[config.mk]
export PLATFORM = sky130hd
export DESIGN_NAME = ifu_fetch
export DESIGN_NICKNAME = d
export VERILOG_FILES = /design/src/rtl/ifu_fetch.sv
export SDC_FILE = /design/constraint.sdc
export NUM_CORES = 1
export LEC_CHECK = 0
export CORE_MARGIN = 3
export CORE_UTILIZATION = 54
export DETAILED_ROUTE_END_ITERATION = 16
export PLACE_DENSITY = 0.81
export SYNTH_ARGS = -nofsm -noshare
export SYNTH_HDL_FRONTEND = slang
export SYNTH_SLANG_ARGS = --single-unit
[constraint.sdc]
create_clock -name clk -period 3.6 [get_ports clk]
set_input_delay 0.36 -clock clk [delete_from_list [all_inputs] [get_ports clk]]
set_output_delay 0.36 -clock clk [all_outputs]
set_load 0.1 [all_outputs]
[src/rtl/ifu_fetch.sv]
// Instruction fetch unit: sequential PC generation, imem valid/ready requests and an in-order
// fetch queue feeding the decoder. Define IFU_BYPASS_EN to present a response combinationally
// when the queue is empty.
module ifu_fetch #(
  parameter int unsigned     XLEN     = 32,
  parameter logic [XLEN-1:0] RESET_PC = '0,
  // Must be a power of 2 and at least 2.
  parameter int unsigned     FQ_DEPTH = 2
) (
  input  logic            clk,
  input  logic            rstn,
  input  logic [XLEN-1:0] pc_in,
  input  logic            pc_load,
  output logic            imem_req_vld,
  output logic [XLEN-1:0] imem_req_addr,
  input  logic            imem_req_rdy,
  input  logic            imem_rsp_vld,
  input  logic [31:0]     imem_rsp_data,
  output logic            instr_vld,
  output logic [31:0]     instr,
  output logic [XLEN-1:0] instr_tag,
  input  logic            instr_rdy
);

  localparam int unsigned PW = $clog2(FQ_DEPTH);
  localparam int unsigned CW = $clog2(FQ_DEPTH + 1);
  localparam logic [CW:0] DEPTH_C = (CW + 1)'(FQ_DEPTH);

  typedef enum logic [0:0] {StReset, StFetch} state_e;

  state_e          state_q, state_d;
  logic [XLEN-1:0] fetch_pc_q, fetch_pc_d;
  logic [CW-1:0]   out_q, out_d;
  logic [CW-1:0]   disc_q, disc_d;

  logic [XLEN-1:0] fifo_pc_q   [FQ_DEPTH];
  logic [31:0]     fifo_data_q [FQ_DEPTH];
  logic [PW-1:0]   fifo_rd_q, fifo_rd_d;
  logic [PW-1:0]   fifo_wr_q, fifo_wr_d;
  logic [CW-1:0]   fifo_cnt_q, fifo_cnt_d;

  // PCs of requests still awaiting a response, including ones that will be discarded.
  logic [XLEN-1:0] tag_q [FQ_DEPTH];
  logic [PW-1:0]   tag_rd_q, tag_rd_d;
  logic [PW-1:0]   tag_wr_q, tag_wr_d;

  logic fifo_empty;
  logic credit_ok;
  logic req_fire;
  logic rsp_keep;
  logic byp_sel;
  logic push;
  logic pop;
  logic unused_pc_bits;

  assign unused_pc_bits = ^pc_in[1:0];

  assign fifo_empty = (fifo_cnt_q == '0);
  assign credit_ok  = (({1'b0, out_q} + {1'b0, fifo_cnt_q}) < DEPTH_C);
  assign req_fire   = imem_req_vld & imem_req_rdy;
  // A response survives only when no redirect lands this cycle and nothing is pending discard.
  assign rsp_keep   = imem_rsp_vld & ~pc_load & (disc_q == '0);

`ifdef IFU_BYPASS_EN
  assign byp_sel = fifo_empty & rsp_keep;
`else
  assign byp_sel = 1'b0;
`endif

  // Decoder side
  always_comb begin
    instr_vld = (~fifo_empty & ~pc_load) | byp_sel;
    if (byp_sel) begin
      instr     = imem_rsp_data;
      instr_tag = tag_q[tag_rd_q];
    end else begin
      instr     = fifo_data_q[fifo_rd_q];
      instr_tag = fifo_pc_q[fifo_rd_q];
    end
  end

  assign pop  = instr_vld & instr_rdy & ~fifo_empty;
  assign push = rsp_keep & ~(byp_sel & instr_rdy);

  // FSM: state register
  always_ff @(posedge clk or negedge rstn) begin
    if (!rstn) begin
      state_q <= StReset;
    end else begin
      state_q <= state_d;
    end
  end

  // FSM: next state
  always_comb begin
    state_d = state_q;
    unique case (state_q)
      StReset: state_d = StFetch;
      StFetch: state_d = StFetch;
      default: state_d = StFetch;
    endcase
  end

  // FSM: outputs
  always_comb begin
    imem_req_vld = 1'b0;
    unique case (state_q)
      StReset: imem_req_vld = 1'b0;
      StFetch: imem_req_vld = ~pc_load & credit_ok;
      default: imem_req_vld = 1'b0;
    endcase
    imem_req_addr = fetch_pc_q;
  end

  // Datapath next state
  always_comb begin
    fetch_pc_d = fetch_pc_q;
    out_d      = out_q + CW'(req_fire) - CW'(imem_rsp_vld);
    disc_d     = disc_q;
    if (pc_load) begin
      fetch_pc_d = {pc_in[XLEN-1:2], 2'b00};
      disc_d     = out_d;
    end else begin
      if (req_fire) begin
        fetch_pc_d = fetch_pc_q + XLEN'(4);
      end
      if (imem_rsp_vld && (disc_q != '0)) begin
        disc_d = disc_q - CW'(1);
      end
    end

    tag_wr_d = req_fire ? tag_wr_q + PW'(1) : tag_wr_q;
    tag_rd_d = imem_rsp_vld ? tag_rd_q + PW'(1) : tag_rd_q;

    fifo_rd_d  = fifo_rd_q;
    fifo_wr_d  = fifo_wr_q;
    fifo_cnt_d = fifo_cnt_q;
    if (pc_load) begin
      fifo_rd_d  = '0;
      fifo_wr_d  = '0;
      fifo_cnt_d = '0;
    end else begin
      if (push) begin
        fifo_wr_d = fifo_wr_q + PW'(1);
      end
      if (pop) begin
        fifo_rd_d = fifo_rd_q + PW'(1);
      end
      fifo_cnt_d = fifo_cnt_q + CW'(push) - CW'(pop);
    end
  end

  always_ff @(posedge clk or negedge rstn) begin
    if (!rstn) begin
      fetch_pc_q <= RESET_PC;
      out_q      <= '0;
      disc_q     <= '0;
      fifo_rd_q  <= '0;
      fifo_wr_q  <= '0;
      fifo_cnt_q <= '0;
      tag_rd_q   <= '0;
      tag_wr_q   <= '0;
      for (int unsigned i = 0; i < FQ_DEPTH; i++) begin
        fifo_pc_q[i]   <= '0;
        fifo_data_q[i] <= '0;
        tag_q[i]       <= '0;
      end
    end else begin
      fetch_pc_q <= fetch_pc_d;
      out_q      <= out_d;
      disc_q     <= disc_d;
      fifo_rd_q  <= fifo_rd_d;
      fifo_wr_q  <= fifo_wr_d;
      fifo_cnt_q <= fifo_cnt_d;
      tag_rd_q   <= tag_rd_d;
      tag_wr_q   <= tag_wr_d;
      if (push) begin
        fifo_pc_q[fifo_wr_q]   <= tag_q[tag_rd_q];
        fifo_data_q[fifo_wr_q] <= imem_rsp_data;
      end
      if (req_fire) begin
        tag_q[tag_wr_q] <= fetch_pc_q;
      end
    end
  end

endmodule

==> metrics <==
Hold Crit Start=pc_in[18]; # nets final=1068; P&R area growth vs syn=24.0%; CP endpoint kind=output pin; Clock transition at path regs=0.06 ns; # setup viols final=0; Synth Instances=842; Die Span X=144 um; flop2flop setup slack=0.81 ns; Async SR Flop Fraction=100%; final max-slew violation count=0; RSZ-0062 raised after global routing=false; fillcell total=1325; CTS Buf Count=24; Starting Density=56.2%; Final Hold Fails=0; Final GP Congestion=0.814; hold crit path type=in2reg; final antenna-violating net count=0; ys flop type=dfrtp_1; First-pass DRT Iterations=5; first-pass GRT wire length=36.4 mm; final antenna diode count=0; Avg Inst Size Synth=12.2 sq um; Vias/cell=5.66; sequential fraction of the synthesis area=54.7%; Ys Warns=0; largest area contributor in the netlist=dfrtp_1; number of synthesized flops with an enable pin=0; R2R cell count=8; Worst Path Required=3.24 ns; CTS tree=built; Post-DP HPWL=14.8 mm; layout cells sized above 1=29.0%; max incr delay on CP=1.15 ns; top cells by area, synth=dfrtp_1 55%, mux2_2 17%, mux2i_1 3.6%; slowest CP cell=clkdlybuf4s50_1; Max-cap violations=0; clk_lat worst skew=0.51 ns; initial antenna violation count=0; commonest non-fill, non-tap cells in the layout=224 x dfrtp_1, 157 x mux2_2, 114 x clkdlybuf4s50_1, 76 x nand2_1, 58 x buf_4; hold worst-path end=imem_req_addr[18]$_DFFE_PN0P_; CTS H-Tree Depth=1; max frequency=317 MHz; Final Cycle Share=87.5%; # IOs=168; CP Launch Type=register; Hold WS=0.430 ns; CP Class=reg2out; clock skew=0.00794 ns; GRT Total Usage=21.7%; Final min period=3.15 ns; vias in the first global route=7174; CTS Sinks=225; DIE HEIGHT=144 um; Synth top area share=54.7%; worst-margin pin slew=0.991 ns; Seq cells post-synth=225; row count=49; Remaining Overflow, GRT=0; initial drt markers=323; Hold Crit Depth=3; crit-path cells=mux2_2 -> clkdlybuf4s50_1; WL final=22.6 mm; Post-Syn Area=10300 sq um; Core Footprint=18300 sq um; CP arrival=2.79 ns; DR DRC count=0; Post-CTS Setup Bufs=0; worst r2r src=fifo_cnt_q[0]$_DFF_PN0_; most common cell after layout, fill and taps aside=dfrtp_1; Max FO, Critical Path=30; full die area=20800 sq um; Worst R2R End=tag_q[55]$_DFFE_PN0P_; Vias=6990; CTS Root Cell=clkbuf_16; status=completed; count of different cell masters after synthesis=52; Routed WL per cell=18.3 um; IO buf count=161; Slew Limit Headroom=33.7%; worst-case clock buffer depth=3; largest net degree at the start of global routing=117
==> kinds of logic after synthesis <==
group,Yosys count,synth area share [%]
simple gates,196,9.26
other cells,2,0.0729
mux,217,24.1
flops,225,54.7
xor+xnor,7,0.595
fa+ha+maj,7,0.924
compound gates,122,6.99
buf+inv,66,3.35
==> critical path, delay by kind of cell (launching register included) <==
kind / cells / cell delay, ns
buffers and inverters: 1 / 1.15
DFF: 1 / 0.83
muxes: 1 / 0.29
==> sequential cells by signal, summed over array words and instances, names as in the netlist <==
signal / flops
fifo_wr_q: 1
state_q: 1
imem_req_addr: 30
tag_q: 60
fifo_rd_q: 1
fifo_cnt_q: 2
out_q: 2
tag_rd_q: 1
fifo_data_q: 64
tag_wr_q: 1
disc_q: 2
fifo_pc_q: 60
==> Yosys cell counts (2+ instances only) <==
| cell | number |
|---|---|
| a21oi_1 | 36 |
| a221o_1 | 8 |
| a22oi_1 | 2 |
| a31oi_1 | 2 |
| and2_1 | 4 |
| and3_1 | 3 |
| and4_1 | 2 |
| buf_1 | 5 |
| buf_2 | 18 |
| buf_4 | 5 |
| buf_6 | 7 |
| clkbuf_1 | 21 |
| conb_1 | 2 |
| dfrtp_1 | 225 |
| ha_1 | 6 |
| inv_1 | 8 |
| mux2_2 | 157 |
| mux2_4 | 23 |
| mux2i_1 | 37 |
| nand2_1 | 77 |
| nand2b_1 | 6 |
| nand3_1 | 12 |
| nand3b_1 | 6 |
| nand4_1 | 14 |
| nor2_1 | 47 |
| nor2b_1 | 6 |
| nor3_1 | 6 |
| nor4_1 | 3 |
| o211ai_1 | 6 |
| o21ai_0 | 55 |
| o311ai_0 | 4 |
| o311ai_1 | 4 |
| xnor2_1 | 4 |
| xor2_1 | 3 |
==> metal layers <==
layer  share of wire, %  up-vias  GRT usage [%]
met1                 48     3448           32.4
met4                1.7        0           6.00
met5                  0        -              0
met3                6.4       33           3.90
met2                 44      227           32.8
li1                   -     3282              -
==> cell type report <==
| cell class | instances | area, sq um | area share (%) |
|---|---|---|---|
| clock buffers | 38 | 744 | 5.83 |
| clock inverters | 2 | 35.0 | 0.274 |
| repair buffers | 177 | 1650 | 12.9 |
| flip-flops and latches | 225 | 5630 | 44.1 |
| well taps | 229 | 287 | 2.24 |
| multi-input cells | 554 | 4390 | 34.4 |
| inverters | 9 | 38.8 | 0.304 |
==> metrics by stage <==
step	util, %	area, sq um	std cells	setup slack, ns	TNS, ns
6_report	69.7	12800	1234	0.450	0
5_1_grt	69.7	12800	1234	0.363	0
4_1_cts	69.7	12800	1234	0.404	0
3_3_place_gp	65.4	12000	1193	0.902	0
2_1_floorplan	-	10400	845	-0.158	-0.187
3_5_place_dp	65.4	12000	1193	0.857	0
==> what timing repair did <==
| item | in CTS | in global routing |
|---|---|---|
| hold endpoints to repair | 113 | 0 |
| hold buffers | 1 | 0 |
| gates resized for setup | 0 | 0 |
==> how the worst max path moves through the flow <==
stage	startpoint	end	cells past startpoint
finish	fifo_rd_q$_DFFE_PN0P_	instr[29]	2
global route	fifo_rd_q$_DFFE_PN0P_	instr[29]	2
CTS	fifo_rd_q$_DFFE_PN0P_	instr[29]	2
detailed placement	fifo_cnt_q[0]$_DFF_PN0_	tag_q[54]$_DFFE_PN0P_	8
global placement	out_q[0]$_DFF_PN0_	tag_q[36]$_DFFE_PN0P_	8
floorplan	out_q[0]$_DFF_PN0_	disc_q[1]$_DFFE_PN0P_	15
Power is left out: the tool's default activity adds up to more than one toggle a clock period on the data nets, which glitch-free logic cannot reach.
==> RTL change 1: new RTL, config.mk and constraints unchanged <==
Add a define of `IFU_BYPASS_EN`.
--- a/src/rtl/ifu_fetch.sv
+++ b/src/rtl/ifu_fetch.sv
@@ -1,6 +1,8 @@
 // Instruction fetch unit: sequential PC generation, imem valid/ready requests and an in-order
 // fetch queue feeding the decoder. Define IFU_BYPASS_EN to present a response combinationally
 // when the queue is empty.
+`define IFU_BYPASS_EN
+
 module ifu_fetch #(
   parameter int unsigned     XLEN     = 32,
   parameter logic [XLEN-1:0] RESET_PC = '0,
Function: changed (Yosys sat finds a counterexample within 4 cycles, from zero or initial values and one cycle with rstn low).
==> RTL change 1 against the unedited design <==
- worst setup slack worse by 0.055 ns
- maximum frequency is 1.7% lower
- via count is 12% higher
- final area is 8.8% higher
- synthesized area is 5.0% higher
- wire length is 11% higher
- sequential cell count stayed put
Power is not shown: default switching activity piles up to over one toggle a cycle in this logic, so the estimate is an artifact.
==> RTL change 1: results <==
INSERT INTO impl_metrics (metric_group, metric, value, unit) VALUES
('outcome', 'run_status', 'completed', ''),
('critical_path', 'worstPathMaxFanout', '22', ''),
('route', 'drtIter0Drc', '399', ''),
('layout', 'layout_nets', '1180', ''),
('global_route', 'grt_first_pass_wirelength', '41100', 'µm'),
('placement', 'placement.setup.worst_slack', '0.478', 'ns'),
('layout', 'layout_filler_cell_count', '1376', ''),
('route', 'routed-via-count', '7848', ''),
('global_route', 'grt_max_degree', '99', ''),
('placement', 'post_dp_cell_area', '13000', 'µm²'),
('synthesis', 'synth.top_cells.by_area', 'dfrtp_1, mux2_2, mux2i_1', ''),
('synthesis', 'share_of_synthesized_area_occupied_by_flip_flops_and_latches', '0.521', ''),
('timing', 'worst_slew_margin_rel', '0.342', ''),
('synthesis', 'synth.top_cells.by_count', 'dfrtp_1, mux2_2, nor2_1', ''),
('global_route', 'grt_pass1_vias', '8072', ''),
('layout', 'multi_input_comb_area', '4860', 'µm²'),
('placement', 'post_detail_place_hpwl', '16200', 'µm'),
('layout', 'finalNonFillerCells', '1386', ''),
('critical_path', 'worstRegToRegCells', '12', ''),
('critical_path', 'crit_path_top_delay_cell', 'fa_1', ''),
('synthesis', 'post_synth_num_cell_types', '46', ''),
('synthesis', 'synthCells', '963', ''),
('placement', 'post-place-cells', '1341', ''),
('critical_path', 'slowest_stage_delay_cp', '0.55', 'ns'),
('placement', 'gp_congestion', '0.844', ''),
('placement', 'portBuffers', '161', ''),
('route', 'routed_wirelength', '25100', 'µm');
-- RTL change 1: cell count changes in the layout (fill, tap and decap cells not counted), moves of 27 or more --
cell / change
a21oi_1: +58
nor2_1: +57
buf_12: +43
mux2_2: -36
o21ai_1: +33
mux2i_1: +27
o21ai_0: -27
-- RTL change 1: layer usage --
metal,wire length (µm),GRT usage,vias up
met5,0,0,-
met4,542,0.0676,0
met3,1380,0.0359,39
met2,12100,0.378,277
met1,11100,0.320,3859
li1,-,-,3673
-- RTL change 1: worst paths after layout --
check / from / slack (ns) / end
worst max-delay path: fifo_cnt_q[0] / 0.40 / disc_q[1]
worst min-delay path: pc_load / 0.41 / fifo_wr_q
worst max register to register: fifo_cnt_q[0] / 0.40 / disc_q[1]
worst min register to register: tag_rd_q / 0.47 / tag_rd_q
max in group asynchronous: rstn / 2.21 / fifo_data_q[17]
min in group asynchronous: rstn / 0.45 / fifo_data_q[40]
-- RTL change 1: layout make-up --
type | count | share of cell area
flip-flops and latches | 225 | 0.405
multi-input cells | 666 | 0.350
well taps | 265 | 0.0239
repair buffers | 178 | 0.154
clock buffers | 36 | 0.0523
clock inverters | 8 | 0.0121
inverters | 8 | 0.00234
-- RTL change 1: cell families (layout without fill, tap and decap cells) --
| group | after synthesis | after routing | share of synthesized area |
|---|---|---|---|
| adders and majority gates | 7 | 7 | 0.00880 |
| AOI/OAI and AO/OA | 173 | 173 | 0.0865 |
| xor gates and xnor gates | 22 | 22 | 0.0178 |
| DFF | 225 | 225 | 0.521 |
| buffers and inverters | 75 | 230 | 0.0347 |
| muxes | 216 | 216 | 0.227 |
| other | 2 | 5 | 0.000695 |
| and+or+nand+nor | 243 | 243 | 0.104 |
==> RTL change 2: new RTL, same flow settings <==
Without the edit above. Make the reset (`rstn`) synchronous in 2 clocked blocks.
--- a/src/rtl/ifu_fetch.sv
+++ b/src/rtl/ifu_fetch.sv
@@ -83,7 +83,7 @@
   assign push = rsp_keep & ~(byp_sel & instr_rdy);
 
   // FSM: state register
-  always_ff @(posedge clk or negedge rstn) begin
+  always_ff @(posedge clk) begin
     if (!rstn) begin
       state_q <= StReset;
     end else begin
@@ -150,7 +150,7 @@
     end
   end
 
-  always_ff @(posedge clk or negedge rstn) begin
+  always_ff @(posedge clk) begin
     if (!rstn) begin
       fetch_pc_q <= RESET_PC;
       out_q      <= '0;
Formal check against the unedited RTL: differs if rstn is asserted again (counterexample within 4 cycles, from zero or initial values and one cycle with rstn low); with rstn held inactive, the same outputs for 4 cycles.
==> RTL change 2 against the unedited design <==
- sequential cell count rose by 2
- maximum frequency rose by 7.5%
- final area fell by 0.73%
- synthesized area decreased by 1.7%
- worst setup slack better by 0.22 ns
- wire length down 1.9%
- critical path type unchanged
- largest cell class unchanged
==> RTL change 2: results <==
INSERT INTO impl_metrics (metric_group, metric, value, unit) VALUES
('outcome', 'run_status', 'completed', ''),
('critical_path', 'setup.reg_to_reg.worst_slack', '0.79', 'ns'),
('route', 'drtIter0Drc', '459', ''),
('synthesis', 'postSynth.asyncResetShare', '0', ''),
('placement', 'post-place-cells', '1161', ''),
('layout', 'layout_cell_share_with_drive_strength_beyond_1', '0.177', ''),
('synthesis', 'share_of_synthesized_area_occupied_by_flip_flops_and_latches', '0.631', ''),
('timing', 'fin_worst_skew', '0.00818', 'ns'),
('global_route', 'track_usage', '0.214', ''),
('synthesis', 'syn_area_per_cell', '12.6', 'µm²'),
('layout', 'layout_nets', '1034', ''),
('global_route', 'grt_max_degree', '63', ''),
('synthesis', 'post_synth_num_cell_types', '56', ''),
('global_route', 'grt_pass1_vias', '6620', ''),
('route', 'routed-via-count', '6765', ''),
('synthesis', 'synth.top_cells.by_area', 'edfxtp_1, dfxtp_1, mux2_2', ''),
('critical_path', 'rr_endpoint', 'tag_q[1][16]', ''),
('synthesis', 'yosys_most_used_dff', 'edfxtp_1', ''),
('placement', 'placement.setup.worst_slack', '0.781', 'ns'),
('global_route', 'grt_first_pass_wirelength', '34900', 'µm'),
('route', 'route.detailed.vias_per_inst', '5.63', ''),
('clocking', 'tritoncts.num_buffers', '23', ''),
('synthesis', 'synth_edf_count', '184', ''),
('placement', 'post_detail_place_hpwl', '14600', 'µm'),
('route', 'wl_per_cell', '18.4', 'µm');
-- RTL change 2: per-stage QoR --
step	area, µm²	hold WS, ns	power, mW
4_1_cts	12700	0.399	6.60
3_5_place_dp	12000	0.500	4.36
3_3_place_gp	12000	0.495	4.34
2_1_floorplan	10200	0.388	4.03
5_1_grt	12700	0.430	6.77
6_report	12700	0.419	6.56
-- RTL change 2: cells by family after synthesis --
kind of cell | share of synthesized area
xor gates and xnor gates | 0.0216
DFF | 0.631
buffers and inverters | 0.0288
AOI/OAI and AO/OA | 0.0411
and+or+nand+nor | 0.167
other | 0.000371
muxes | 0.101
adders and majority gates | 0.00940
-- RTL change 2: worst min path at each step --
| stage | start | to | slack [ns] | cells past startpoint |
|---|---|---|---|---|
| 6_report | pc_in[7] | imem_req_addr[7] | 0.42 | 3 |
| 4_1_cts | pc_in[7] | imem_req_addr[7] | 0.40 | 3 |
| 2_1_floorplan | rstn | state_q | 0.39 | 0 |
| 3_3_place_gp | tag_rd_q | flip-flop | 0.50 | 2 |
| 5_1_grt | pc_in[7] | imem_req_addr[7] | 0.43 | 3 |
| 3_5_place_dp | fifo_rd_q | flip-flop | 0.50 | 2 |
-- RTL change 2: per-layer routing --
metal  global-route usage  up-vias  routed length (µm)
met2                0.355      295               10600
met3               0.0372       27                1650
met5                    0        -                   0
met4               0.0475        0                 289
li1                     -     3196                   -
met1                0.298     3247                9560
-- RTL change 2: where the power goes --
part           switching [mW]  leakage (nW)  total [mW]  internal, mW
sequential             0.0839          2.27        3.08          2.99
clock                   0.948         0.345        2.25          1.30
combinational           0.899          2.19        1.23         0.335
total                    1.93          4.80        6.56          4.63
-- RTL change 2: cell type report --
type                    count  area (µm²)
clock inverters            11        78.8
repair buffers            181        1710
clock buffers              30         632
flip-flops and latches    227        6390
inverters                  16        65.1
well taps                 229         287
fillers                  1306        5530
multi-input cells         508        3520
-- RTL change 2: worst max-delay path, cell delays in order (launching register included) --
cell	delay (ns)
dfxtp_2	0.49
buf_4	0.25
mux2_2	0.36
clkdlybuf4s50_1	0.97
